--- config.mk ---
export PLATFORM = sky130hd
export DESIGN_NAME = keypad_scan_fifo
export DESIGN_NICKNAME = d
export VERILOG_FILES = /design/src/rtl/keypad_scan_fifo.sv
export SDC_FILE = /design/constraint.sdc
export NUM_CORES = 1
export LEC_CHECK = 0
export BUFFER_PORTS_ARGS = -buffer_cell sky130_fd_sc_hd__buf_2
export CORE_MARGIN = 5
export CORE_UTILIZATION = 54
export DETAILED_ROUTE_END_ITERATION = 10
export GPL_TIMING_DRIVEN = 0
export PLACE_DENSITY = 0.8
export SETUP_SLACK_MARGIN = 0.2
export SLEW_MARGIN = 20
export SYNTH_ARGS = -nofsm -noshare
export SYNTH_HDL_FRONTEND = slang
export SYNTH_SLANG_ARGS = --single-unit
--- constraint.sdc ---
create_clock -name clock -period 2.37 [get_ports clock]
set_input_delay 0.3555 -clock clock [delete_from_list [all_inputs] [get_ports clock]]
set_output_delay 0.3555 -clock clock [all_outputs]
set_load 0.05 [all_outputs]
--- src/rtl/keypad_scan_fifo.sv ---
// Keypad matrix scanner with press/release debounce and key-code FIFO.
// Optional auto-repeat while held: define KEYPAD_AUTOREPEAT_EN.
module keypad_scan_fifo #(
  parameter int ROWS           = 4,
  parameter int COLS           = 4,
  parameter int SCAN_DIV       = 27000,
  parameter int DEBOUNCE_SCANS = 3,
  parameter int FIFO_DEPTH     = 4,
  parameter int REPEAT_DELAY   = 50,
  parameter int REPEAT_RATE    = 10,
  localparam int CODE_W = $clog2(ROWS * COLS),
  localparam int LVL_W  = $clog2(FIFO_DEPTH + 1)
) (
  input  logic              clock,
  input  logic              reset,
  input  logic [ROWS-1:0]   Row,
  output logic [COLS-1:0]   Col,
  output logic [CODE_W-1:0] Code,
  output logic              Valid,
  input  logic              KeyRead,
  output logic [LVL_W-1:0]  Level,
  output logic              Overflow
);

  localparam int RW = $clog2(ROWS);
  localparam int CW = $clog2(COLS);
  localparam int DW = $clog2(SCAN_DIV);
  localparam int BW = $clog2(DEBOUNCE_SCANS + 1);
  localparam int AW = $clog2(FIFO_DEPTH);

  if (ROWS < 2 || COLS < 2 || SCAN_DIV < 4 ||
      DEBOUNCE_SCANS < 1 || FIFO_DEPTH < 2 ||
      (FIFO_DEPTH & (FIFO_DEPTH - 1)) != 0 ||
      REPEAT_DELAY < 1 || REPEAT_RATE < 1) begin : g_bad_param
    $error("keypad_scan_fifo: illegal parameter set");
  end

  typedef enum logic [1:0] {
    SCAN,
    DEBOUNCE,
    HELD
  } state_t;

  logic [ROWS-1:0]   row_m;
  logic [ROWS-1:0]   row_s;
  logic              col_on;
  logic [DW-1:0]     div_cnt;
  logic              slot_end;

  state_t            state_q;
  state_t            state_d;
  logic [CW-1:0]     col_q;
  logic [CW-1:0]     col_d;
  logic [CW-1:0]     col_next;
  logic [RW-1:0]     row_q;
  logic [RW-1:0]     row_d;
  logic [RW-1:0]     low_row;
  logic [BW-1:0]     cnt_q;
  logic [BW-1:0]     cnt_d;
  logic [BW-1:0]     rel_q;
  logic [BW-1:0]     rel_d;
  logic              row_hit;
  logic              key_push;
  logic              rep_push;
  logic              push;
  logic [CODE_W-1:0] code_w;

  logic [CODE_W-1:0] mem [FIFO_DEPTH];
  logic [AW-1:0]     wr_q;
  logic [AW-1:0]     rd_q;
  logic [LVL_W-1:0]  level_q;
  logic              ovf_q;
  logic              full;
  logic              pop;
  logic              wr_en;

  // Two-flop synchroniser on the asynchronous row inputs
  always_ff @(posedge clock or posedge reset) begin
    if (reset) begin
      row_m <= '0;
      row_s <= '0;
    end else begin
      row_m <= Row;
      row_s <= row_m;
    end
  end

  // Slot divider; column drive is held off until the first clock after reset
  always_ff @(posedge clock or posedge reset) begin
    if (reset) begin
      div_cnt <= '0;
      col_on  <= 1'b0;
    end else begin
      col_on  <= 1'b1;
      div_cnt <= slot_end ? '0 : div_cnt + 1'b1;
    end
  end

  assign slot_end = (div_cnt == DW'(SCAN_DIV - 1));
  assign Col      = col_on ? (COLS'(1) << col_q) : '0;
  assign col_next = (col_q == CW'(COLS - 1)) ? '0 : col_q + 1'b1;
  assign row_hit  = row_s[row_q];
  assign code_w   = CODE_W'(row_q) * CODE_W'(COLS) + CODE_W'(col_q);

  // Lowest asserted synced row wins when a press is detected
  always_comb begin
    low_row = '0;
    for (int r = ROWS - 1; r >= 0; r--) begin
      if (row_s[r]) low_row = RW'(r);
    end
  end

  // Scanner state register
  always_ff @(posedge clock or posedge reset) begin
    if (reset) begin
      state_q <= SCAN;
      col_q   <= '0;
      row_q   <= '0;
      cnt_q   <= '0;
      rel_q   <= '0;
    end else begin
      state_q <= state_d;
      col_q   <= col_d;
      row_q   <= row_d;
      cnt_q   <= cnt_d;
      rel_q   <= rel_d;
    end
  end

  // Scan / debounce / held decisions, taken only at slot end
  always_comb begin
    state_d  = state_q;
    col_d    = col_q;
    row_d    = row_q;
    cnt_d    = cnt_q;
    rel_d    = rel_q;
    key_push = 1'b0;
    if (slot_end) begin
      unique case (state_q)
        SCAN: begin
          if (|row_s) begin
            row_d = low_row;
            rel_d = '0;
            if (DEBOUNCE_SCANS == 1) begin
              key_push = 1'b1;
              cnt_d    = '0;
              state_d  = HELD;
            end else begin
              cnt_d   = BW'(1);
              state_d = DEBOUNCE;
            end
          end else begin
            col_d = col_next;
          end
        end
        DEBOUNCE: begin
          if (row_hit) begin
            if (cnt_q + 1'b1 == BW'(DEBOUNCE_SCANS)) begin
              key_push = 1'b1;
              cnt_d    = '0;
              rel_d    = '0;
              state_d  = HELD;
            end else begin
              cnt_d = cnt_q + 1'b1;
            end
          end else begin
            cnt_d   = '0;
            col_d   = col_next;
            state_d = SCAN;
          end
        end
        HELD: begin
          if (row_hit) begin
            rel_d = '0;
          end else if (rel_q + 1'b1 == BW'(DEBOUNCE_SCANS)) begin
            rel_d   = '0;
            col_d   = col_next;
            state_d = SCAN;
          end else begin
            rel_d = rel_q + 1'b1;
          end
        end
        default: state_d = SCAN;
      endcase
    end
  end

`ifdef KEYPAD_AUTOREPEAT_EN
  localparam int PW = $clog2(REPEAT_DELAY + REPEAT_RATE + 1);

  logic [PW-1:0] rep_q;
  logic [PW-1:0] rep_d;
  logic [PW-1:0] rep_inc;

  assign rep_inc = rep_q + 1'b1;

  // Held-sample counter register for auto-repeat
  always_ff @(posedge clock or posedge reset) begin
    if (reset) rep_q <= '0;
    else       rep_q <= rep_d;
  end

  // First repeat after REPEAT_DELAY held samples, then every REPEAT_RATE
  always_comb begin
    rep_d    = rep_q;
    rep_push = 1'b0;
    if (state_q != HELD) begin
      rep_d = '0;
    end else if (slot_end) begin
      if (!row_hit) begin
        rep_d = '0;
      end else if (rep_inc == PW'(REPEAT_DELAY + REPEAT_RATE)) begin
        rep_push = 1'b1;
        rep_d    = PW'(REPEAT_DELAY);
      end else begin
        rep_d    = rep_inc;
        rep_push = (rep_inc == PW'(REPEAT_DELAY));
      end
    end
  end
`else
  assign rep_push = 1'b0;
`endif

  assign push  = key_push | rep_push;
  assign Valid = (level_q != '0);
  assign full  = (level_q == LVL_W'(FIFO_DEPTH));
  assign pop   = Valid & KeyRead;
  assign wr_en = push & (~full | pop);

  // FIFO storage; contents are qualified by Level so no reset is needed
  always_ff @(posedge clock) begin
    if (wr_en) mem[wr_q] <= code_w;
  end

  // FIFO pointers, occupancy and drop pulse
  always_ff @(posedge clock or posedge reset) begin
    if (reset) begin
      wr_q    <= '0;
      rd_q    <= '0;
      level_q <= '0;
      ovf_q   <= 1'b0;
    end else begin
      ovf_q <= push & full & ~pop;
      if (wr_en) wr_q <= wr_q + 1'b1;
      if (pop)   rd_q <= rd_q + 1'b1;
      unique case ({wr_en, pop})
        2'b10:   level_q <= level_q + 1'b1;
        2'b01:   level_q <= level_q - 1'b1;
        default: ;
      endcase
    end
  end

  assign Code     = Valid ? mem[rd_q] : '0;
  assign Level    = level_q;
  assign Overflow = ovf_q;

endmodule

==> flow_metrics.env, run 1 <==
export IMPL_syn_cell_area_sq_mm=0.002814
export IMPL_ant_nets=0
export IMPL_met3_usage=0.03688
export IMPL_synthArstFlopShare=0.7241
export IMPL_whs_path_depth=1
export IMPL_synth_area_leaders="dfrtp_1 (37%), edfxtp_1 (17%), ha_1 (4.0%)"
export IMPL_crit_path_end_kind="register"
export IMPL_drc=0
export IMPL_die_x_um=82.19
export IMPL_design_core_area_sq_mm=0.005075
export IMPL_layout_core_utilization=0.6595
export IMPL_antenna_found_initial=0
export IMPL_grt_overflow_total=0
export IMPL_numCtsBuffers=9
export IMPL_die_h_um=82.19
export IMPL_first_pass_iters=5
export IMPL_num_antenna_cells=0
export IMPL_cts_buffer_depth=2
export IMPL_stdcell_area_sq_mm=0.003347
export IMPL_synth_top_area_frac=0.3735
export IMPL_synth_cell_types=54
export IMPL_status="finished, final reports clean"
export IMPL_synth_cells=238
export IMPL_path_max_fanout=6
export IMPL_final_net_count=295
export IMPL_setup_viol=0
export IMPL_drtIter0Drc=96
export IMPL_synth_top_area_cell="dfrtp_1"
export IMPL_p_sw_frac=0.3010
export IMPL_final_seq_area_sq_mm=0.001538
export IMPL_hold_viol=0
export IMPL_via_count=1860
export IMPL_synth_most_common_cell="dfrtp_1"
export IMPL_clkPwrFrac=0.352
export IMPL_grt_use_total=0.1636
export IMPL_ys_seq_elements=58
export IMPL_synth_edff_count=16
export IMPL_dieArea_sq_mm=0.006754
export IMPL_dp_hpwl_mm=3.257
export IMPL_pre_cts_ws_ns=-0.1448
export IMPL_global_route_usage_met2=0.2548
export IMPL_finalClockSkew_ns=0.01106
export IMPL_port_buffer_count=19
export IMPL_io_pin_count=20
export IMPL_reg2regPathDepth=9
export IMPL_synth_common_cells="dfrtp_1 (42), nand2_1 (18), nor2_1 (17), edfxtp_1 (16)"
export IMPL_ys_seq_area_frac=0.5442
export IMPL_powerDensity_mw_per_mm2=747.2
export IMPL_total_leakage_power_nw=1.458
export IMPL_period_minus_slack_ns=2.250
export IMPL_cts_htree_levels=3
export IMPL_cts_tree="done"
export IMPL_grt_max_degree=28
export IMPL_drive_gt1_frac=0.2792
export IMPL_p_sw_mw=0.7528
export IMPL_yosysWarnings=0
export IMPL_clk_pin_slew_worst_paths_ns=0.07
export IMPL_hp_class="primary input to register"
export IMPL_max_cap_viol_count=0
export IMPL_drv_slew=0
export IMPL_gp_congestion=0.7903
export IMPL_fill_cells=382
export IMPL_cp_start_kind="register"
export IMPL_viasPerCell=5.269
export IMPL_p_int_mw=1.748
export IMPL_grt_pass1_vias=1761
export IMPL_comb_power_share=0.185
export IMPL_postPlaceCellArea_sq_mm=0.003060
export IMPL_worstPathRequired_ns=2.58
export IMPL_seq_power_share=0.462
export IMPL_insertion_delay_ns=0.33
export IMPL_busiest_layer="met2"
export IMPL_start_util=0.5545
export IMPL_fin_crit_sh=0.9493
export IMPL_ir_drop_v=0.0004871
export IMPL_ys_flop_type="dfrtp_1"
export IMPL_setup_slack_ns=0.1201
export IMPL_finalWirelength_mm=4.707
export IMPL_grt_pass1_wl_mm=8.121
export IMPL_clockRootBuffer="clkbuf_8"
export IMPL_globalRouteMet1Util=0.2060
export IMPL_syn_nets=255
export IMPL_area_growth_pct=18.94
export IMPL_cts_sinks=58
export IMPL_post_drt_wl_per_cell_um=13.33
export IMPL_rsz0062_at_grt="true"
export IMPL_rows=26
export IMPL_fmax_ghz=0.4445
export IMPL_synth_area_per_cell_sq_um=11.82
export IMPL_worstSetupPathType="register to register"
export IMPL_critPathArrivalTime_ns=2.46
export IMPL_multi_input_area_sq_mm=0.001225
export IMPL_timing_hold_ws_ns=0.1295
==> layout by cell type (no fill, tap or decap), types with 2 or more instances in the layout <==
master	count
mux2_2	5
or3_1	2
nor3_1	5
nand2_1	18
nand4_1	4
and3_1	2
edfxtp_1	16
inv_1	13
ha_1	8
dfrtp_1	37
xor2_1	7
a211oi_1	2
clkbuf_8	10
mux4_2	5
a31oi_1	4
buf_4	8
or2_2	2
buf_2	20
dfrtp_2	5
o21ai_0	6
and2_1	14
nor2_1	17
nand3_1	7
nor2b_1	2
clkinvlp_4	3
xnor2_1	9
and4b_1	2
a21oi_1	7
nand3b_1	4
buf_6	2
==> metrics by stage <==
| step | setup TNS [ns] | power [mW] | instances |
|---|---|---|---|
| after floorplan | 0 | 1.532 | 238 |
| after global placement | -0.01090 | 1.625 | 327 |
| after detailed placement | -0.1508 | 1.640 | 328 |
| after CTS | 0 | 2.533 | 351 |
| after global routing | 0 | 2.634 | 353 |
| final | 0 | 2.501 | 353 |
==> flip-flops by register name, indices dropped and copies added (netlist names) <==
name and count:
Level 3, Overflow 1, cnt_q 2, col_on 1, col_q 2, div_cnt 15, mem 16, rd_q 2
rel_q 2, row_m 4, row_q 2, row_s 4, state_q 2, wr_q 2
==> worst paths after layout <==
check	start	endpoint	slack, ns
worst max-delay path	div_cnt[3]	Level[2]	0.12
worst min-delay path	Row[3]	row_m[3]	0.13
worst max register to register	div_cnt[3]	Level[2]	0.12
worst min register to register	row_m[2]	row_s[2]	0.35
max in group asynchronous	reset	div_cnt[10]	1.38
min in group asynchronous	reset	cnt_q[1]	0.53
==> power by group through the flow <==
stage	Combinational (mW)	Sequential [mW]	Clock (mW)
2_1_floorplan	0.285	1.25	0
3_3_place_gp	0.449	1.18	0
3_5_place_dp	0.461	1.18	0
4_1_cts	0.474	1.16	0.901
5_1_grt	0.509	1.17	0.956
6_report	0.464	1.16	0.881
==> cell families after synthesis <==
kind of cell    count (synthesis)  synth area share
compound gates                 31           0.07648
xor+xnor                       16           0.04980
fa+ha+maj                      10           0.04713
buf+inv                        21           0.03290
flops                          58            0.5442
mux                            12           0.06892
other cells                     1          0.001333
simple gates                   89            0.1792
==> repair_timing <==
| action | in CTS | in global routing |
|---|---|---|
| endpoints found under the hold margin | 15 | 0 |
| resized for setup | 5 | 2 |
| buffers inserted | 6 | 2 |
| pin swaps | 3 | 3 |
| endpoints found under the setup margin | 6 | 6 |
| hold buffers | 1 | 0 |
==> cell type report <==
cell class / instances / area share
flip-flops and latches: 58 / 0.4594
multi-input cells: 159 / 0.3660
repair buffers: 29 / 0.05533
clock buffers: 9 / 0.03701
well taps: 70 / 0.02617
clock inverters: 7 / 0.02093
plain buffers: 7 / 0.01944
inverters: 14 / 0.01570
==> metal layers <==
metal | vias to the layer above | wire, um
met5 | - | 0
met4 | 0 | 112
met3 | 8 | 229
met2 | 38 | 2209
met1 | 896 | 2156
li1 | 918 | -
==> worst max-delay path: stages (launching register included) <==
cell and delay, ns:
dfrtp_1 0.46, and4b_1 0.33, and4bb_2 0.26, buf_6 0.11
buf_8 0.09, a31oi_4 0.06, fa_2 0.36, a311oi_2 0.21
a31oi_1 0.09, xnor2_1 0.15
Note: power is estimated with default switching activity, not from simulation.
==> inputs of run 2 (changes only) <==
- CORE_ASPECT_RATIO: default -> 0.9
==> flow_metrics.env, run 2 (synthesized netlist as in run 1, its figures left out) <==
export IMPL_status="finished, final reports clean"
export IMPL_grt_use_total=0.1654
export IMPL_die_h_um=78.49
export IMPL_fin_crit_sh=0.9577
export IMPL_final_seq_area_sq_mm=0.001541
export IMPL_finalWirelength_mm=5.094
export IMPL_worstSetupPathType="register to register"
export IMPL_cts_buffer_depth=2
export IMPL_ant_nets=0
export IMPL_rsz0062_at_grt="true"
export IMPL_fill_cells=386
export IMPL_regMostFlops="mem"
export IMPL_cts_sinks=58
export IMPL_drtIter0Drc=93
export IMPL_cp_start_kind="register"
export IMPL_ir_drop_v=0.0007609
export IMPL_powerDensity_mw_per_mm2=751.3
export IMPL_rows=25
export IMPL_drive_gt1_frac=0.3056
export IMPL_dieArea_sq_mm=0.006757
export IMPL_largest_register_ffs=16
export IMPL_io_pin_count=20
export IMPL_design_core_area_sq_mm=0.005161
export IMPL_numCtsBuffers=9
export IMPL_grt_pass1_vias=1884
export IMPL_max_cap_viol_count=0
export IMPL_hold_viol=0
export IMPL_critPathArrivalTime_ns=2.49
export IMPL_via_count=1923
export IMPL_dp_cells=325
export IMPL_start_util=0.5452
export IMPL_total_leakage_power_nw=1.490
export IMPL_final_cell_mix="dfrtp_1 (34), buf_2 (19), nand2_1 (18)"
export IMPL_port_buffer_count=19
export IMPL_cts_tree="done"
export IMPL_clockRootBuffer="clkbuf_8"
export IMPL_fmax_ghz=0.4406
export IMPL_gp_congestion=0.8200
export IMPL_setup_viol=0
export IMPL_postPlaceCellArea_sq_mm=0.003057
export IMPL_final_net_count=300
export IMPL_viasPerCell=5.417
export IMPL_die_x_um=86.09
export IMPL_insertion_delay_ns=0.33
export IMPL_dp_hpwl_mm=3.409
export IMPL_mostFrequentLayoutCell="dfrtp_1"
export IMPL_drc=0
export IMPL_layout_core_utilization=0.6601
export IMPL_power_total_mw=2.560
export IMPL_area_growth_pct=21.08
export IMPL_stdcell_count=355
export IMPL_multi_input_area_sq_mm=0.001235
export IMPL_path_max_fanout=4
export IMPL_cts_htree_levels=3
export IMPL_top_regs="mem: 16 flops, div_cnt: 15 flops"
export IMPL_hp_class="primary input to register"
export IMPL_grt_max_degree=28
export IMPL_stdcell_area_sq_mm=0.003407
export IMPL_worstPathRequired_ns=2.59
export IMPL_num_antenna_cells=0
export IMPL_grt_pass1_wl_mm=8.631
export IMPL_timing_hold_ws_ns=0.1261
export IMPL_period_minus_slack_ns=2.270
export IMPL_finalClockSkew_ns=0.008215
export IMPL_grt_overflow_total=0
export IMPL_clk_pin_slew_worst_paths_ns=0.07
export IMPL_post_drt_wl_per_cell_um=14.35
export IMPL_drv_slew=0
export IMPL_antenna_found_initial=0
export IMPL_crit_path_end_kind="register"
export IMPL_first_pass_iters=4
[run 2: path summary, 6_finish.rpt]
path / start / slack, ns / cells after the start / end
worst min-delay path: Row[3] / 0.13 / 1 / row_m[3]
worst max register to register: div_cnt[9] / 0.10 / 9 / Level[2]
worst max-delay path: div_cnt[9] / 0.10 / 9 / Level[2]
min in group asynchronous: reset / 0.53 / 3 / cnt_q[1]
max in group asynchronous: reset / 1.39 / 4 / div_cnt[3]
worst min register to register: row_m[3] / 0.35 / 0 / row_s[3]
[run 2: layout make-up]
class	instances	share of cell area
Buffer	7	0.01983
Clock buffer	9	0.03636
Clock inverter	7	0.02350
Inverter	14	0.01542
Multi-Input combinational cell	159	0.3625
Sequential cell	58	0.4524
Tap cell	67	0.02461
Timing Repair Buffer	34	0.06537
[run 2: power breakdown]
group / total (mW) / internal, mW / switching [mW] / leakage (nW)
clock: 0.919 / 0.491 / 0.428 / 0.0956
sequential: 1.16 / 1.08 / 0.0789 / 0.705
combinational: 0.481 / 0.194 / 0.286 / 0.689
[run 2: critical path, cell delays in order, from the launching register on]
cell and delay (ns):
dfrtp_2 0.44, nor4b_4 0.32, and4bb_2 0.29, buf_6 0.10, buf_8 0.09, a31oi_4 0.07, fa_2 0.37, a311oi_2 0.24
a31oi_1 0.09, xnor2_1 0.14
[run 2: layer usage]
metal,track usage,routed length [um],vias up
met4,0.06171,72,0
met3,0.05037,239,6
met5,0,0,-
met1,0.2073,2322,950
li1,-,-,931
met2,0.2689,2460,36
[run 2: timing repair]
item | in CTS | in global routing
setup endpoints to repair | 6 | 7
resized for setup | 5 | 7
pin swaps | 4 | 4
hold endpoints to repair | 15 | 0
hold buffers | 1 | 0
setup buffers | 7 | 6
[run 2: per-stage QoR]
| stage | setup slack, ns | setup TNS (ns) |
|---|---|---|
| after floorplan | 0.1680 | 0 |
| after global placement | 0.01037 | 0 |
| after detailed placement | -0.05809 | -0.1014 |
| after CTS | 0.1424 | 0 |
| after global routing | -0.01079 | -0.01079 |
| final | 0.1003 | 0 |
